[src/rtl/filter_ctrl_5x5_if.sv]
// Pixel-in valid/ready handshake plus the drive bus toward the 5x5 filter.
// The slave modport is the control stage and the master modport is the pixel source.
interface filter_ctrl_5x5_if #(
   parameter int DATA_WIDTH = 8,
   parameter int ADDR_WIDTH = 11
) ();
   logic                  i_vld;
   logic [DATA_WIDTH-1:0] i_data;
   logic                  o_ready;
   logic [DATA_WIDTH-1:0] o_x;
   logic                  o_en;
   logic [1:0]            o_sel_ln;
   logic [1:0]            o_sel_px;
   logic [ADDR_WIDTH-1:0] o_addr_ln;
   logic [ADDR_WIDTH-1:0] o_addr_px;
   logic                  o_y_vld;

   modport master (
      output i_vld, i_data,
      input  o_ready, o_x, o_en, o_sel_ln, o_sel_px, o_addr_ln, o_addr_px, o_y_vld
   );

   modport slave (
      input  i_vld, i_data,
      output o_ready, o_x, o_en, o_sel_ln, o_sel_px, o_addr_ln, o_addr_px, o_y_vld
   );
endinterface

[src/rtl/filter_ctrl_5x5.sv]
// Raster-scan control ahead of the 5x5 filter: filter drive one cycle after each transfer, o_y_vld PIPE_LAT later.
// Input stalls via o_ready (high only in FILL/RUN); optional size check under FILTER_CTRL_SIZE_CHECK_EN.
module filter_ctrl_5x5 #(
   parameter int DATA_WIDTH = 8,
   parameter int ADDR_WIDTH = 11,
   parameter int MAX_WIDTH  = 1920,
   parameter int PIPE_LAT   = 4
) (
   input  logic                  clk,
   input  logic                  rst,
   input  logic                  i_start,
   input  logic [ADDR_WIDTH-1:0] i_width,
   input  logic [ADDR_WIDTH-1:0] i_height,
   filter_ctrl_5x5_if.slave      io_bus,
   output logic                  o_busy,
   output logic                  o_done,
   output logic                  o_err
);
   typedef enum logic [2:0] {S_IDLE, S_FILL, S_RUN, S_FLUSH, S_DONE} state_t;

   localparam int                    CW          = $clog2(PIPE_LAT + 1);
   localparam logic [ADDR_WIDTH-1:0] LP_MAX_M1   = ADDR_WIDTH'(MAX_WIDTH - 1);
   localparam logic [ADDR_WIDTH-1:0] LP_FILL_END = ADDR_WIDTH'(3);
   localparam logic [ADDR_WIDTH-1:0] LP_WIN_MIN  = ADDR_WIDTH'(4);

   state_t                r_state;
   state_t                w_next;
   logic [ADDR_WIDTH-1:0] r_wm1;
   logic [ADDR_WIDTH-1:0] r_hm1;
   logic [ADDR_WIDTH-1:0] r_col;
   logic [ADDR_WIDTH-1:0] r_row;
   logic [1:0]            r_sel_ln;
   logic [CW-1:0]         r_flush_cnt;
   logic                  r_win;
   logic [PIPE_LAT-1:0]   r_yv_sh;
   logic                  r_en;
   logic [DATA_WIDTH-1:0] r_x;
   logic [1:0]            r_sel_ln_o;
   logic [1:0]            r_sel_px;
   logic [ADDR_WIDTH-1:0] r_addr_ln;
   logic [ADDR_WIDTH-1:0] r_addr_px;
   logic                  w_ready;
   logic                  w_xfer;
   logic                  w_col_end;
   logic                  w_row_end;
   logic                  w_last;
   logic                  w_size_ok;
   logic                  w_accept;

   assign w_xfer    = io_bus.i_vld & w_ready;
   // The MAX_WIDTH clamp keeps the counters in range even for an unchecked bad size.
   assign w_col_end = (r_col == r_wm1) | (r_col == LP_MAX_M1);
   assign w_row_end = (r_row == r_hm1) | (r_row == LP_MAX_M1);
   assign w_last    = w_col_end & w_row_end;
   assign w_accept  = i_start & (r_state == S_IDLE) & w_size_ok;

`ifdef FILTER_CTRL_SIZE_CHECK_EN
   localparam logic [ADDR_WIDTH-1:0] LP_MIN_SIZE = ADDR_WIDTH'(5);
   localparam logic [ADDR_WIDTH-1:0] LP_MAX_SIZE = ADDR_WIDTH'(MAX_WIDTH);
   logic r_err;

   assign w_size_ok = (i_width >= LP_MIN_SIZE) & (i_height >= LP_MIN_SIZE) &
                      (i_width <= LP_MAX_SIZE) & (i_height <= LP_MAX_SIZE);

   always_ff @(posedge clk) begin
      if (rst) r_err <= 1'b0;
      else     r_err <= i_start & (r_state == S_IDLE) & ~w_size_ok;
   end

   assign o_err = r_err;
`else
   assign w_size_ok = 1'b1;
   assign o_err     = 1'b0;
`endif

   always_ff @(posedge clk) begin
      if (rst) r_state <= S_IDLE;
      else     r_state <= w_next;
   end

   always_comb begin
      w_next = r_state;
      case (r_state)
         S_IDLE:  if (w_accept) w_next = S_FILL;
         S_FILL: begin
            if (w_xfer & w_last)
               w_next = S_FLUSH;
            else if (w_xfer & w_col_end & (r_row == LP_FILL_END))
               w_next = S_RUN;
         end
         S_RUN:   if (w_xfer & w_last) w_next = S_FLUSH;
         S_FLUSH: if (r_flush_cnt == '0) w_next = S_DONE;
         S_DONE:  w_next = S_IDLE;
         default: w_next = S_IDLE;
      endcase
   end

   always_comb begin
      w_ready = 1'b0;
      o_busy  = 1'b1;
      o_done  = 1'b0;
      case (r_state)
         S_IDLE:  o_busy  = 1'b0;
         S_FILL:  w_ready = 1'b1;
         S_RUN:   w_ready = 1'b1;
         S_DONE:  o_done  = 1'b1;
         default: o_busy  = 1'b1;
      endcase
   end

   always_ff @(posedge clk) begin
      if (rst) begin
         r_wm1       <= '0;
         r_hm1       <= '0;
         r_col       <= '0;
         r_row       <= '0;
         r_sel_ln    <= '0;
         r_flush_cnt <= '0;
         r_win       <= 1'b0;
         r_yv_sh     <= '0;
         r_en        <= 1'b0;
         r_x         <= '0;
         r_sel_ln_o  <= '0;
         r_sel_px    <= '0;
         r_addr_ln   <= '0;
         r_addr_px   <= '0;
      end else begin
         r_en    <= w_xfer;
         r_win   <= w_xfer & (r_row >= LP_WIN_MIN) & (r_col >= LP_WIN_MIN);
         r_yv_sh <= PIPE_LAT'({r_yv_sh, r_win});

         // Loaded while outside FLUSH so the count is ready on entry.
         if (r_state != S_FLUSH)
            r_flush_cnt <= CW'(PIPE_LAT);
         else if (r_flush_cnt != '0)
            r_flush_cnt <= r_flush_cnt - 1'b1;

         if (w_accept) begin
            r_wm1    <= i_width - 1'b1;
            r_hm1    <= i_height - 1'b1;
            r_col    <= '0;
            r_row    <= '0;
            r_sel_ln <= '0;
         end else if (w_xfer) begin
            r_x        <= io_bus.i_data;
            r_sel_ln_o <= r_sel_ln;
            r_sel_px   <= r_col[1:0];
            r_addr_ln  <= r_col;
            r_addr_px  <= r_row;
            if (w_col_end) begin
               r_col    <= '0;
               r_row    <= w_last ? '0 : r_row + 1'b1;
               r_sel_ln <= r_sel_ln + 1'b1;
            end else begin
               r_col <= r_col + 1'b1;
            end
         end
      end
   end

   assign io_bus.o_ready   = w_ready;
   assign io_bus.o_en      = r_en;
   assign io_bus.o_x       = r_x;
   assign io_bus.o_sel_ln  = r_sel_ln_o;
   assign io_bus.o_sel_px  = r_sel_px;
   assign io_bus.o_addr_ln = r_addr_ln;
   assign io_bus.o_addr_px = r_addr_px;
   assign io_bus.o_y_vld   = r_yv_sh[PIPE_LAT-1];
endmodule

[src/flat_wrapper.sv]
// flat-port wrapper written by rule: the top's interface ports become plain ports
module filter_ctrl_5x5_flat 
#(
   parameter int DATA_WIDTH = 8,
   parameter int ADDR_WIDTH = 11,
   parameter int MAX_WIDTH  = 1920,
   parameter int PIPE_LAT   = 4
)
  (clk, rst, i_start, i_width, i_height, o_busy, o_done, o_err, io_bus_i_vld, io_bus_i_data, io_bus_o_ready, io_bus_o_x, io_bus_o_en, io_bus_o_sel_ln, io_bus_o_sel_px, io_bus_o_addr_ln, io_bus_o_addr_px, io_bus_o_y_vld);
  filter_ctrl_5x5_if #(.DATA_WIDTH(DATA_WIDTH), .ADDR_WIDTH(ADDR_WIDTH)) io_bus_i ();
  input  logic clk;
  input  logic rst;
  input  logic i_start;
  input  logic [ADDR_WIDTH-1:0] i_width;
  input  logic [ADDR_WIDTH-1:0] i_height;
  output logic o_busy;
  output logic o_done;
  output logic o_err;
  input wire logic [$bits(io_bus_i.i_vld)-1:0] io_bus_i_vld;
  input wire logic [$bits(io_bus_i.i_data)-1:0] io_bus_i_data;
  output wire logic [$bits(io_bus_i.o_ready)-1:0] io_bus_o_ready;
  output wire logic [$bits(io_bus_i.o_x)-1:0] io_bus_o_x;
  output wire logic [$bits(io_bus_i.o_en)-1:0] io_bus_o_en;
  output wire logic [$bits(io_bus_i.o_sel_ln)-1:0] io_bus_o_sel_ln;
  output wire logic [$bits(io_bus_i.o_sel_px)-1:0] io_bus_o_sel_px;
  output wire logic [$bits(io_bus_i.o_addr_ln)-1:0] io_bus_o_addr_ln;
  output wire logic [$bits(io_bus_i.o_addr_px)-1:0] io_bus_o_addr_px;
  output wire logic [$bits(io_bus_i.o_y_vld)-1:0] io_bus_o_y_vld;
  assign io_bus_i.i_vld = io_bus_i_vld;
  assign io_bus_i.i_data = io_bus_i_data;
  assign io_bus_o_ready = io_bus_i.o_ready;
  assign io_bus_o_x = io_bus_i.o_x;
  assign io_bus_o_en = io_bus_i.o_en;
  assign io_bus_o_sel_ln = io_bus_i.o_sel_ln;
  assign io_bus_o_sel_px = io_bus_i.o_sel_px;
  assign io_bus_o_addr_ln = io_bus_i.o_addr_ln;
  assign io_bus_o_addr_px = io_bus_i.o_addr_px;
  assign io_bus_o_y_vld = io_bus_i.o_y_vld;
  filter_ctrl_5x5 #(.DATA_WIDTH(DATA_WIDTH), .ADDR_WIDTH(ADDR_WIDTH), .MAX_WIDTH(MAX_WIDTH), .PIPE_LAT(PIPE_LAT)) u_core (.clk(clk), .rst(rst), .i_start(i_start), .i_width(i_width), .i_height(i_height), .io_bus(io_bus_i), .o_busy(o_busy), .o_done(o_done), .o_err(o_err));
endmodule
[config.mk]
export PLATFORM = sky130hd
export DESIGN_NAME = filter_ctrl_5x5_flat
export DESIGN_NICKNAME = d
export VERILOG_FILES = /design/src/rtl/filter_ctrl_5x5_if.sv /design/src/rtl/filter_ctrl_5x5.sv /design/src/flat_wrapper.sv
export SDC_FILE = /design/constraint.sdc
export NUM_CORES = 1
export LEC_CHECK = 0
export CAP_MARGIN = 20
export CORE_ASPECT_RATIO = 0.75
export CORE_UTILIZATION = 53
export DETAILED_ROUTE_END_ITERATION = 8
export PLACE_DENSITY = 0.8
export SLEW_MARGIN = 30
export SYNTH_ARGS = -nofsm -noshare
export SYNTH_HDL_FRONTEND = slang
export SYNTH_SLANG_ARGS = --single-unit
export TNS_END_PERCENT = 50
[constraint.sdc]
create_clock -name clk -period 2.9 [get_ports clk]
set_input_delay 0.435 -clock clk [delete_from_list [all_inputs] [get_ports clk]]
set_output_delay 0.435 -clock clk [all_outputs]
set_load 0.005 [all_outputs]
## Word-level counts from Yosys, hierarchy flattened

Cells that the tools add are included.
W data, S select, Z words.

| storage, ports and cells | value |
|---|---|
| memory bits (read-only) | 0 |
| output and inout port bits | 40 |
| bits in latches | 0 |
| memory bits (writable) | 0 |
| register bits | 92 |
| logic and storage cells | 72 |
| memories kept | 0 |

| cells by class | value |
|---|---|
| equality and inequality tests | 14 |
| magnitude comparators | 2 |
| bitwise operators | 11 |
| reductions and logical operators | 10 |
| $mul | 0 |
| shifts and indexed selects | 0 |
| div/mod/pow operators | 0 |
| mux-type cells | 13 |
| $add $sub $neg | 6 |

Operators with widths:

| cell | count |
|---|---|
| $add A11 B1 Y11 const B | 2 |
| $eq A11 B11 Y1 | 2 |
| $eq A11 B11 Y1 const B | 2 |
| $ge A11 B3 Y1 const B | 2 |
| $mux W11 | 2 |
| $sub A11 B1 Y11 const B | 2 |
| $mux W3 | 7 |
| $pmux W3 S4 | 1 |
| $eq A11 B2 Y1 const B | 1 |
| $and A1 B1 Y1 | 8 |
| $eq A3 B2 Y1 const B | 2 |
| $logic_not A3 Y1 | 2 |
| $ne A2 B1 Y1 const B | 3 |
| $reduce_or A2 Y1 | 3 |
| $reduce_and A2 Y1 | 2 |
| $reduce_and A4 Y1 | 1 |
| $eq A3 B1 Y1 const B | 1 |
| $eq A3 B3 Y1 const B | 1 |
| $mux W1 | 3 |
| $ne A3 B1 Y1 const B | 1 |
| $ne A3 B2 Y1 const B | 1 |
| $reduce_bool A3 Y1 | 1 |
| $sub A3 B1 Y3 const B | 1 |
| $add A2 B1 Y2 const B | 1 |
| other kinds (3) | 4 |

## Longest topological paths before layout

Gate-level depths: netlist of the first run.

| logic depth | value |
|---|---|
| depth after elaboration | 9 |
| gate-level depth with buffers | 10 |

## Worst setup path after synthesis of the first run

No wires, ideal clock.

| timing | value |
|---|---|
| path type | register to register |
| start | register u_core.r_flush_cnt[0] |
| end | register u_core.r_state[0] |
| path slack | 0.975 ns |
| stages on the path, launching flop included | 10 |
| setup time | 0.116 ns |
| clock period less this slack | 1.925 ns |
| arrival time | 1.809 ns |
| path buffers | 1 |
| path through | dfxtp_1 -> inv_1 -> ha_1 -> ha_1 -> clkbuf_1 -> a31o_2 -> a21oi_1 -> a21oi_1 -> o221a_2 -> a31o_2 |

| on the way | value |
|---|---|
| cells in the longest elaborated chain, start to end | 3 |

RTL lines:

| item | line | text |
|---|---|---|
| start, declared | filter_ctrl_5x5.sv:33 | `logic [CW-1:0] r_flush_cnt;` |
| start signal, assigned | filter_ctrl_5x5.sv:134 | `r_flush_cnt <= CW'(PIPE_LAT);` |
| start signal, assigned | filter_ctrl_5x5.sv:136 | `r_flush_cnt <= r_flush_cnt - 1'b1;` |
| $logic_not A3 Y1 | filter_ctrl_5x5.sv:92 | `S_FLUSH: if (r_flush_cnt == '0) w_next = S_DONE;` |
| $ne A2 B1 Y1 (no line) | n/a |  |
| $reduce_and A4 Y1 (no line) | n/a |  |
| end signal, assigned | filter_ctrl_5x5.sv:78 | `else r_state <= w_next;` |
| end, declared | filter_ctrl_5x5.sv:26 | `state_t r_state;` |

Every way passes these cells.
A chain may end at the register's enable or synchronous reset.

## Final worst setup path of the first run

| timing | value |
|---|---|
| start | register u_core.r_state[0] |
| end | register u_core.r_col[5] |

| on the way | value |
|---|---|
| cells in the longest elaborated chain, start to end | 4 |

RTL lines:

| item | line | text |
|---|---|---|
| $eq A3 B1 Y1 / $eq A3 B2 Y1 (equally long branches) | filter_ctrl_5x5.sv:102 | `case (r_state)` |
| $reduce_or A2 Y1 (no line) | n/a |  |
| $mux W1 | filter_ctrl_5x5.sv:102 |  |
| $and A1 B1 Y1 | filter_ctrl_5x5.sv:50 | `assign w_xfer = io_bus.i_vld & w_ready;` |
| end signal, assigned | filter_ctrl_5x5.sv:155 | `r_col <= r_col + 1'b1;` |
| end, declared | filter_ctrl_5x5.sv:30 | `logic [ADDR_WIDTH-1:0] r_col;` |

Several ways; a longest one is shown, not always the timed one.

==> metrics.md, run 1 <==
| Metric | Value |
|---|---|
| Hold_buf cts | 0 |
| Slew Limit Fails | 0 |
| Largest cells by area after synthesis | dfxtp_1 42%, xnor2_1 8.4%, nand2_1 7.4% |
| GRT Util Overall | 23.3% |
| Min Tclk post-route | 2430 ps |
| # diodes | 0 |
| Initial Util | 54.6% |
| Synth Area in XOR/XNOR | around a tenth |
| Synthesis-stage register bit count | 90 |
| Final Wtd Congestion | 0.854 |
| Mux cell area share after synthesis | less than 1% |
| Final worst slack | about 470 ps |
| Maximum vdd ir drop | around 0.25 mV |
| Drt drc | 0 |
| Clock Skews | 8.82 ps |
| Fmax | roughly 0.41 GHz |
| Crit-path max FO | 11 |
| Worst Hold Class | input port to flip-flop |
| Netlist Area Pre-Place | 0.00429 mm^2 |
| Seq/Total Area, Yosys | 42.0% |
| Vias per cell | between 5 and 6 |
| Synth Flop Type | dfxtp_1 |
| Pre-CTS setup slack | 210 ps |
| Yosys top cell area share | roughly 42% |
| DP HPWL | ~6.8 mm |
| Clock tree buffer depth | 2 |
| EDFF count, synth | 0 |
| Adder-cell area share of the yosys netlist | 2.63% |
| Critical path class | flip-flop to flip-flop |
| CTS H-tree lvls | 3 |
| PortBufs | slightly above 70 |
| Final #Nets | 604 |
| Async SR Flop Fraction | 0% |
| Initial antenna violation count | 1 |
| Cts repair resizes | 0 |
| Max cap viols | 0 |
| Post-CTS setup repair buffer count | 0 |
| Pin count of the biggest net entering global routing | between 60 and 70 |
| Width of the die | about 110 um |
| DRT Pass-1 Iters | 4 |
| Most frequent cell after synthesis | dfxtp_1 |
| Post-synthesis compound-gate area fraction | a little over an eighth |
| Worst Setup Start Kind | flip-flop |
| Pwr per Cell Area | 496 mW/mm^2 |
| Setup violations, final | 0 |
| Dpl cell area | 0.00495 mm^2 |
| Number of global-route vias before repair | about 3,300 |
| Commonest cells in the netlist | 90 x dfxtp_1, 85 x nand2_1, 54 x nor2_1 |
| Share of cells above drive strength 1 | roughly 5.7% |
| Syn. warnings | 0 |
| RSZ-0062 raised after global routing | no |
| Largest family of logic cells by synthesized area | simple AND/OR/NAND/NOR gates |
| GR Overflow Total | 0 |
| Remaining antenna violation count | 0 |
| Slew headroom | 41.0% |
| Final instance area | 0.00518 mm^2 |
| Run status | complete, no violations |
| Worst-path clk slew | 90 ps |
| CTS tree | done |
| Worst-Skew Late Latency | 360 ps |
| Die H | roughly 80 um |
| Worst path arrival time | roughly 2700 ps |
| Post-Syn Nets | 559 |
| Clock sinks | 90 |
| Final Hold Vio Count | 0 |
| Period utilization | 83.9% |
| Power consumption | approximately 2600 uW |
| DR vias | 3,637 |
| Syn Inst Count | 516 |
| First-pass GRT wire length | 15.7 mm |
| Core area | 0.00785 mm^2 |
| Final cell count without fillers | 671 |
| Average size of a mapped cell | 8.31 um^2 |
| DR iter-0 viols | 200 |
| Area leader, netlist | dfxtp_1 |
| TNS Setup | 0 ps |
| WP data required | 3150 ps |
| Tightest Pin Transition | slightly below 900 ps |
| Synth Area in Simple Gates | 24.8% |
| Area growth syn-to-layout | 20.8% |
| Num CTS Buffers | 9 |
| Wire per inst | 13.8 um |
| Distinct cells, synth | 50 |
| Die area | 0.00846 mm^2 |
| Leakage | 0.00176 uW |
| Root buffer cell | clkbuf_8 |
| Worst Setup End Kind | flip-flop |
| Placed cells | ~660 |
| IO Pins | 74 |
| Wirelength, routed | 9.26 mm |
| Site Rows | 28 |
## metrics by stage
| stage | utilization [%] | hold WS (ps) |
|---|---|---|
| 4_1_cts | 66.0 | 359 |
| 5_1_grt | 66.0 | 372 |
| 3_3_place_gp | 63.1 | 419 |
| 2_1_floorplan | - | 414 |
| 3_5_place_dp | 63.1 | 428 |
| 6_report | 66.0 | 368 |
## registers in the layout, summed over array words and instances, names as in the netlist
register,count
u_core.io_bus.o_addr_ln,11
u_core.r_state,3
u_core.r_flush_cnt,3
u_core.r_col,11
u_core.io_bus.o_addr_px,11
u_core.io_bus.o_x,8
u_core.r_row,11
u_core.r_yv_sh,4
u_core.io_bus.o_en,1
u_core.r_hm1,11
u_core.r_win,1
u_core.io_bus.o_sel_ln,2
u_core.r_wm1,11
u_core.r_sel_ln,2
## layer usage
layer  routed length, um  track usage (%)  vias up
li1                    -                -     1845
met1                4410             30.4     1664
met2                4080             37.6      113
met3                 636             5.06       13
met4                 127             8.89        2
met5                  13                0        -
## where the power goes
group / internal [uW] / switching (uW) / leakage (uW) / total [uW]
Combinational: 144 / 164 / 0.000923 / 308
Sequential: 1280 / 35.2 / 0.000731 / 1310
Clock: 491 / 458 / 0.000110 / 949
Total: 1910 / 657 / 0.00176 / 2570
## cells in the final DEF, fill, tap and decap left out, drive strengths merged, types with 7 or more instances in the layout
| master | instances |
|---|---|
| xnor2 | 41 |
| nor4 | 10 |
| a211oi | 21 |
| inv | 17 |
| a32o | 9 |
| nor2b | 11 |
| ha | 9 |
| dfxtp | 90 |
| nand4 | 12 |
| a21oi | 38 |
| nand2 | 85 |
| nor3b | 8 |
| nor2 | 55 |
| o21ai | 10 |
| clkdlybuf4s50 | 71 |
| nor3 | 7 |
| clkbuf | 9 |
| xor2 | 10 |
## worst max-delay path, cell delays in order (launching register included)
cell      delay, ps
dfxtp_1         520
xor2_1          250
nand2_1         240
nor4_1          470
or2_1           360
nand2b_1        390
nor2_1          100
## worst paths after layout
path	startpoint	end	slack, ps	cells past startpoint
setup / recovery	u_core.r_state[0]$_SDFFE_PP0P_	u_core.r_col[5]$_SDFFE_PP0P_	470	6
hold / removal	rst	u_core.r_win$_SDFF_PP0_	370	2
setup reg to reg	u_core.r_state[0]$_SDFFE_PP0P_	u_core.r_col[5]$_SDFFE_PP0P_	470	6
hold reg to reg	u_core.r_win$_SDFF_PP0_	u_core.r_yv_sh[0]$_SDFF_PP0_	450	1
## cells by family (layout without fill, tap and decap cells)
family | Yosys count | count (layout)
AND/OR/NAND/NOR | 218 | 218
flip-flops | 90 | 90
AO/OA/AOI/OAI | 89 | 89
buffers and inverters | 57 | 107
XOR/XNOR | 51 | 51
adder cells (fa/ha/maj) | 9 | 9
other | 1 | 1
multiplexers | 1 | 1
## cell type report
class | count | area, um^2
inverter | 15 | 56.3
multi-input combinational | 369 | 2220
tap | 105 | 131
timing repair buffer | 76 | 746
sequential | 90 | 1800
clock buffer | 9 | 124
fill | 658 | 2670
clock inverter | 7 | 98.8
Note: power is estimated with default switching activity, not from simulation.
==> run 2: changes to the inputs <==
--- a/config.mk
+++ b/config.mk
@@ -7,9 +7,9 @@
 export LEC_CHECK = 0
 export CAP_MARGIN = 20
 export CORE_ASPECT_RATIO = 0.75
-export CORE_UTILIZATION = 53
+export CORE_UTILIZATION = 48
 export DETAILED_ROUTE_END_ITERATION = 8
-export PLACE_DENSITY = 0.8
+export PLACE_DENSITY = 0.76
 export SLEW_MARGIN = 30
 export SYNTH_ARGS = -nofsm -noshare
 export SYNTH_HDL_FRONTEND = slang
==> constraint.sdc (replaced) <==
create_clock -name clk -period 2 [get_ports clk]
set_input_delay 0.3 -clock clk [delete_from_list [all_inputs] [get_ports clk]]
set_output_delay 0.3 -clock clk [all_outputs]
set_load 0.005 [all_outputs]
==> run 2 against run 1 <==
Effect of this change: the run now ends with design-rule violations left; flip-flop and latch count unchanged; die area is 10% higher; critical path depth is 2 lower; total power rose by 67%; sequential share of layout area fell by 3.7 points; setup slack worse by 460 ps; clock power grew 97%; combinational power is 72% higher; sequential power increased by 45%; global-route usage is 0.36 points lower; core utilization grew 2.0 points; critical endpoint is now io_bus_o_ready; largest power group unchanged.
==> metrics.md, run 2 (synthesis gave the netlist of run 1 again) <==
| Metric | Value |
|---|---|
| Hold_buf cts | 0 (unchanged) |
| R2R depth | 6 (unchanged) |
| Clock sinks | 90 (unchanged) |
| Clock tree buffer depth | 2 (unchanged) |
| Number of global-route vias before repair | 3,599 (+8.6%) |
| DR iter-0 viols | 342 (+71%) |
| Worst Hold Class | input port to flip-flop |
| Final #Nets | 661 (+9.4%) |
| DRT Pass-1 Iters | 7 (+3) |
| Initial antenna violation count | 0 (-1) |
| Multi-input logic area | 0.00231 mm^2 (+4.0%) |
| Width of the die | 111 um (+5.0%) |
| Period utilization | 99.5% |
| Worst Setup End Kind | primary output |
| Final hold slack | 230 ps (-138 ps) |
| DR vias | 3,908 (+7.5%) |
| Run status | complete, but fails checks |
| GRT Util Overall | 22.9% (-0.36 points) |
| RSZ-0062 raised after global routing | yes |
| Critical path class | flip-flop to primary output |
| Core area | 0.00856 mm^2 (+9.1%) |
| Crit-path max FO | 2 (-9) |
| Die H | 83.8 um (+5.0%) |
| PortBufs | 72 (unchanged) |
| Leakage | 0.00214 uW (+22%) |
| Worst path arrival time | 1690 ps (-990 ps) |
| Drt drc | 20 (+20) |
| Reg-to-reg slack, setup | 9 ps (-460 ps) |
| Worst-Skew Late Latency | 350 ps (about the same) |
| Power consumption | 4290 uW (+67%) |
| Reg2reg start | u_core.r_row[5]$_SDFFE_PP0P_ |
| Worst-path clk slew | 60 ps (-30 ps) |
| Slew headroom | 65.1% (+24 points) |
| Setup violations, final | 0 (unchanged) |
| Pin count of the biggest net entering global routing | 37 (-40%) |
| Die area | 0.00932 mm^2 (+10%) |
| CTS tree | done |
| Remaining antenna violation count | 0 (unchanged) |
| Violated checks | design-rule violations |
| IO Pins | 74 (unchanged) |
| Hold endpoint | u_core.r_state[1]$_SDFFE_PP0P_ |
| Fmax | around 0.50 GHz |
| # diodes | 0 (unchanged) |
| CTS H-tree lvls | 3 (unchanged) |
| Vias per cell | 5.35 (-1.4%) |
| Final Wtd Congestion | 0.856 (+0.25%) |
| Clock Skews | 8.90 ps (+0.0782 ps) |
| Worst Setup Start Kind | flip-flop |
| WP data required | 1700 ps (-1450 ps) |
| Share of cells above drive strength 1 | 17.0% (+11 points) |
| Beginning of the worst hold path | rst |
| Initial Util | 50.1% (-4.6 points) |
| Min Tclk post-route | between 1500 and 2000 ps |
| FILL cells | 730 (+11%) |
| Worst reg2reg endpoint | u_core.r_state[0]$_SDFFE_PP0P_ |
| Register area | 0.00181 mm^2 (+0.49%) |
| Tightest Pin Transition | 523 ps (-359 ps) |
| Area growth syn-to-layout | 35.7% |
| DP HPWL | 7.58 mm (+12%) |
| Pwr per Cell Area | 738 mW/mm^2 (+49%) |
| Final Hold Vio Count | 0 (unchanged) |
| Commonest cells after routing, fill and taps aside | 85 x nand2_1, 85 x dfxtp_1, 70 x clkdlybuf4s50_1 |
| Wire per inst | 14.4 um (+4.1%) |
| Maximum vdd ir drop | 0.426 mV (+70%) |
| Max cap viols | 0 (unchanged) |
| Slew Limit Fails | 0 (unchanged) |
| Num CTS Buffers | 9 (unchanged) |
| Hold path cells | 2 (unchanged) |
| Site Rows | 29 (+3.6%) |
| Wirelength, routed | 10.5 mm (+13%) |
| Root buffer cell | clkbuf_16 |
| First-pass GRT wire length | 17.0 mm (+8.4%) |
| GR Overflow Total | 0 (unchanged) |
-- run 2: layer usage --
layer  up-vias  track usage, %  part of all wire (%)
li1       1962               -                     -
met1      1810            30.9                    49
met2       127            35.9                    43
met3         9            6.17                   6.8
met4         0            6.76                  0.95
met5         -               0                     0
-- run 2: what timing repair did --
item	4_1_cts	5_1_grt
pin swaps	1	8
gates resized for setup	6	17
hold endpoints to repair	0	0
cloned	0	2
buffers inserted	0	4
endpoints found under the setup margin	14	27
-- run 2: where the power goes --
| part | switching, uW | leakage, uW | internal, uW |
|---|---|---|---|
| Clock | 726 | 0.000160 | 1140 |
| Sequential | 44.0 | 0.000734 | 1850 |
| Combinational | 267 | 0.00125 | 264 |
| Total | 1040 | 0.00214 | 3260 |
-- run 2: area by class of cell --
cell class | instances | area share [%]
Multi-Input combinational cell | 371 | 39.7
Sequential cell | 90 | 31.1
Timing Repair Buffer | 131 | 20.2
Clock buffer | 10 | 4.11
Tap cell | 108 | 2.32
Clock inverter | 6 | 1.61
Inverter | 15 | 0.968
-- run 2: worst max path at each step --
stage,slack (ps),startpoint,end
floorplan,80,u_core.r_flush_cnt[0]$_SDFFE_PP0P_,u_core.r_state[0]$_SDFFE_PP0P_
CTS,-1,u_core.r_state[1]$_SDFFE_PP0P_,o_busy
global route,-60,u_core.r_row[5]$_SDFFE_PP0P_,u_core.r_state[0]$_SDFFE_PP0P_
global placement,-200,io_bus_i_vld,u_core.r_row[0]$_SDFFE_PP0P_
finish,9,u_core.r_state[1]$_SDFFE_PP0P_,io_bus_o_ready
detailed placement,-350,io_bus_i_vld,u_core.r_row[0]$_SDFFE_PP0P_
-- run 2: per-stage QoR --
stage	setup TNS (ps)	util, %	std cells	setup slack (ps)	area (um^2)
4_1_cts	-1.14	66.7	725	-1.14	5710
2_1_floorplan	0	-	516	75.2	4290
5_1_grt	-198	67.9	731	-62.5	5820
3_3_place_gp	-4360	62.5	709	-202	5350
6_report	0	67.9	731	9.39	5820
3_5_place_dp	-7840	62.5	709	-348	5350
-- run 2: worst max-delay path, stage by stage (launching register included) --
cell and delay (ps):
dfxtp_1 380, xor2_2 180, buf_4 130, nor2b_1 140, clkdlybuf4s50_1 510
==> RTL change 1: new RTL, config.mk and constraints of run 1 <==
Add a define of `FILTER_CTRL_SIZE_CHECK_EN`.
--- a/src/rtl/filter_ctrl_5x5.sv
+++ b/src/rtl/filter_ctrl_5x5.sv
@@ -1,5 +1,7 @@
 // Raster-scan control ahead of the 5x5 filter: filter drive one cycle after each transfer, o_y_vld PIPE_LAT later.
 // Input stalls via o_ready (high only in FILL/RUN); optional size check under FILTER_CTRL_SIZE_CHECK_EN.
+`define FILTER_CTRL_SIZE_CHECK_EN
+
 module filter_ctrl_5x5 #(
    parameter int DATA_WIDTH = 8,
    parameter int ADDR_WIDTH = 11,
Formal check against the unedited RTL: not equivalent (Yosys sat finds a counterexample within 4 cycles, from zero or initial values and one cycle with rst high).
==> RTL change 1 against run 1 <==
The run now ends with design-rule violations left; clock skew fell by 0.0021 ns; final area grew 2.2%; area after synthesis is 0.23% higher; power is essentially flat; cell count increased by 1.9%; worst setup slack worse by 0.11 ns; hold slack better by 0.074 ns; sequential cell count increased by 1; die area rose by 0.23%; routed wire length is 4.2% higher; largest cell class unchanged; highest routed layer is now met4.
==> RTL change 1: results (changes against run 1) <==
| Metric | Value |
|---|---|
| Status | finished with violations |
| Failing checks | design-rule violations |
| Layout cells sized above 1 | 5.35% (-0.30 points) |
| Pin slew with the least headroom to its limit | 0.904 ns (+0.0221 ns) |
| Setup crit end | u_core.r_col[1] |
| Initial antenna violation count | 0 (-1) |
| DRT iter0 DRCs | 183 (-8.5%) |
| Synth top area cells | dfxtp_1, nand2_1, xor2_1 |
| Top sig layer | met4 |
| Syn avg cell area | 8.28 um^2 (-0.35%) |
| DRC viols | 2 (+2) |
| Routing usage on met2 | 40.2% (+2.6 points) |
| Vias | 3,729 (+2.5%) |
| Cell area after placement | 5050 um^2 (+2.0%) |
| Total routed wirelength | 9660 um (+4.2%) |
| Endpoint, Worst Hold | u_core.r_yv_sh[0] |
| R2r endpoint | u_core.r_win |
| R2r setup slk | 0.78 ns (+0.31 ns) |
| Fin crit period | 2.54 ns (+0.108 ns) |
| WL per Instance | 14.1 um (+2.2%) |
| Synth Net Count | 565 (+1.1%) |
| Worst Hold Depth | 1 (-1) |
| I/O Buffers | 73 (+1.4%) |
| Sequential area share after synthesis | 42.4% (+0.37 points) |
| HPWL Detailed | 7040 um (+4.3%) |
| Met3 usage | 5.39% (+0.33 points) |
| Switching fraction of total power | 24.0% (-1.6 points) |
| GP Congestion | 0.870 (+1.9%) |
| Reg-to-Reg Start | u_core.r_state[1] |
| Worst Setup SP | i_width[1] |
| Post-synthesis cell type count | 44 (-12%) |
| Pleak | 1.94 nW (+9.7%) |
| First-pass GRT wire length | 15,900 um (+1.3%) |
| Dpl ws | 0.0291 ns (-0.181 ns) |
| Dpl cells | 668 (+2.0%) |
| Reg clk slew, reported paths | 0.09 ns (about the same) |
| Hold path start | u_core.r_win |
| FILL cells | 655 (-0.46%) |
| Met1 usage | 31.0% (+0.59 points) |
| Nets@finish | 620 (+2.6%) |
| Pin count of the biggest net entering global routing | 50 (-19%) |
| Synth cell count leaders | dfxtp_1, nand2_1, nor2_1, a21oi_1, xor2_1 |
| Number of global-route vias before repair | 3,414 (+3.0%) |
| Setup Skew | 0.00674 ns (-0.00208 ns) |
| Met2 wire length | 4650 um (+14%) |
| VDD IR max | 0.233 mV (-7.0%) |
| Wl on met1 | 4490 um (+1.9%) |
| R2R depth | 5 (-1) |
| Flop pwr share | 51.2% (about the same) |
| Drt pass-1 iters | 7 (+3) |
| Clock power frac | 37.7% (+0.8 points) |
| Met3 Routed Length | 476 um (-25%) |
-- RTL change 1: final cells by class --
type	count	area (um^2)	area share, %
clock buffers	11	151	2.86
clock inverters	5	82.6	1.56
inverters	10	37.5	0.710
multi-input cells	382	2290	43.2
flip-flops and latches	91	1820	34.4
well taps	105	131	2.48
repair buffers	80	778	14.7
-- RTL change 1: cell families (layout without fill, tap and decap cells) --
logic type               after synthesis  count (layout)  synth area share [%]
AND/OR/NAND/NOR                      224             224                  24.5
flip-flops                            91              91                  42.4
AO/OA/AOI/OAI                         85              85                  12.6
XOR/XNOR                              61              61                  12.6
buffers and inverters                 46             106                  4.40
adder cells (fa/ha/maj)               12              12                  3.49
-- RTL change 1: worst max-delay path, cell delays in order --
cell and delay (ns):
clkdlybuf4s50_1 0.51, inv_1 0.10, ha_1 0.20, o31ai_1 0.26, and4_1 0.23, a31oi_1 0.06, and3b_1 0.27, or3_1 0.55
a21oi_1 0.18
==> RTL change 2: new RTL, config.mk and constraints of run 1 <==
Without the edit above. The 5 states of `state_t` get a one-hot encoding in 5 bits.
--- a/src/rtl/filter_ctrl_5x5.sv
+++ b/src/rtl/filter_ctrl_5x5.sv
@@ -16,7 +16,7 @@
    output logic                  o_done,
    output logic                  o_err
 );
-   typedef enum logic [2:0] {S_IDLE, S_FILL, S_RUN, S_FLUSH, S_DONE} state_t;
+   typedef enum logic [4:0] {S_IDLE = 5'b00001, S_FILL = 5'b00010, S_RUN = 5'b00100, S_FLUSH = 5'b01000, S_DONE = 5'b10000} state_t;
 
    localparam int                    CW          = $clog2(PIPE_LAT + 1);
    localparam logic [ADDR_WIDTH-1:0] LP_MAX_M1   = ADDR_WIDTH'(MAX_WIDTH - 1);
Formal check against the unedited RTL: no difference found for any inputs over 4 cycles, from zero or initial values and one cycle with rst high; so few cycles prove little.
==> RTL change 2 against run 1 <==
Worst setup slack improved by 0.034 ns; first-iteration DRC count rose by 24%; maximum frequency rose by 1.4%; largest power group unchanged; area after synthesis rose by 0.50%; routed wire length rose by 8.0%; sequential cell count rose by 2; power rose by 2.7%; final area rose by 1.4%; critical endpoint is now io_bus_o_ready.
==> RTL change 2: results (changes against run 1) <==
| Metric | Value |
|---|---|
| VDD IR max | 0.267 mV (+6.5%) |
| Wl on met1 | 4480 um (+1.6%) |
| Multi-input gates | 374 (+1.4%) |
| Setup crit end | io_bus_o_ready |
| FILL cells | 690 (+4.9%) |
| Synth cell count leaders | dfxtp_1, nand2_1, nor2_1, a21oi_1, xnor2_1 |
| Post-synthesis cell type count | 41 (-18%) |
| Dpl ws | 0.181 ns (-0.0293 ns) |
| Met1 usage | 31.2% (+0.78 points) |
| Synth Net Count | 566 (+1.3%) |
| Clock Network Area Fraction | 4.00% (-0.30 points) |
| Status | finished, final reports clean |
| Number of global-route vias before repair | 3,568 (+7.7%) |
| Data buffer area share | 14.6% (+0.22 points) |
| Total routed wirelength | 10,000 um (+8.0%) |
| Met3 usage | 5.68% (+0.62 points) |
| Pin count of the biggest net entering global routing | 45 (-27%) |
| Hold WC Path Type | reg2reg |
| Setup Skew | 0.00921 ns (+0.000395 ns) |
| Hold path start | u_core.r_yv_sh[0] |
| Met2 wire length | 4690 um (+15%) |
| Initial antenna violation count | 0 (-1) |
| Multi-input logic area | 2230 um^2 (+0.62%) |
| Reg-to-Reg Start | u_core.r_col[3] |
| Fin util | 66.6% (+0.66 points) |
| Synth top area cells | dfxtp_1, xnor2_1, nand2_1 |
| DRT iter0 DRCs | 247 (+24%) |
| Top sig layer | met4 |
| Syn avg cell area | 8.24 um^2 (-0.85%) |
| Dpl cells | 668 (+2.0%) |
| Worst Hold Depth | 1 (-1) |
| Die span in x | 106 um (+0.25%) |
| HPWL Detailed | 7450 um (+10%) |
| Pleak | 1.74 nW (-1.3%) |
| Cell area after placement | 5040 um^2 (+1.8%) |
| Synth Register Bits | 92 (+2.2%) |
| Vias | 3,851 (+5.9%) |
| Layout cells sized above 1 | 5.70% (+0.046 points) |
| Non-clk invs | 18 (+3) |
| Power density cells | 502 nW/um^2 (+1.2%) |
| GP Congestion | 0.938 (+9.7%) |
| Hold Slack | 0.452 ns (+0.0837 ns) |
## RTL change 2: cell types whose count changed in the layout (fill, tap and decap cells not counted), moves of 5 or more
| cell | run 1 | this run |
|---|---|---|
| a32o_1 | 9 | 0 |
| nor3b_1 | 8 | 1 |
| nor2_1 | 54 | 49 |
| xnor2_1 | 41 | 36 |
| nand3_1 | 5 | 14 |
| nor3_1 | 7 | 12 |
| or4_1 | 4 | 11 |
| o31ai_1 | 2 | 9 |
| a21oi_1 | 38 | 44 |
| or3_1 | 4 | 10 |
## RTL change 2: kinds of logic (layout without fill, tap and decap cells)
logic type	after synthesis	after routing	share of synthesized area (%)
other	1	1	0.0870
buffers and inverters	57	113	5.40
muxes	1	1	0.232
AOI/OAI and AO/OA	94	94	13.6
DFF	92	92	42.8
adders and majority gates	9	9	2.61
and+or+nand+nor	220	220	25.2
xor gates and xnor gates	49	49	10.1
## RTL change 2: worst max-delay path: stages, from the launching register on
cell	delay, ns
dfxtp_1	0.48
xor2_2	0.27
and2_1	0.30
clkdlybuf4s50_1	0.55
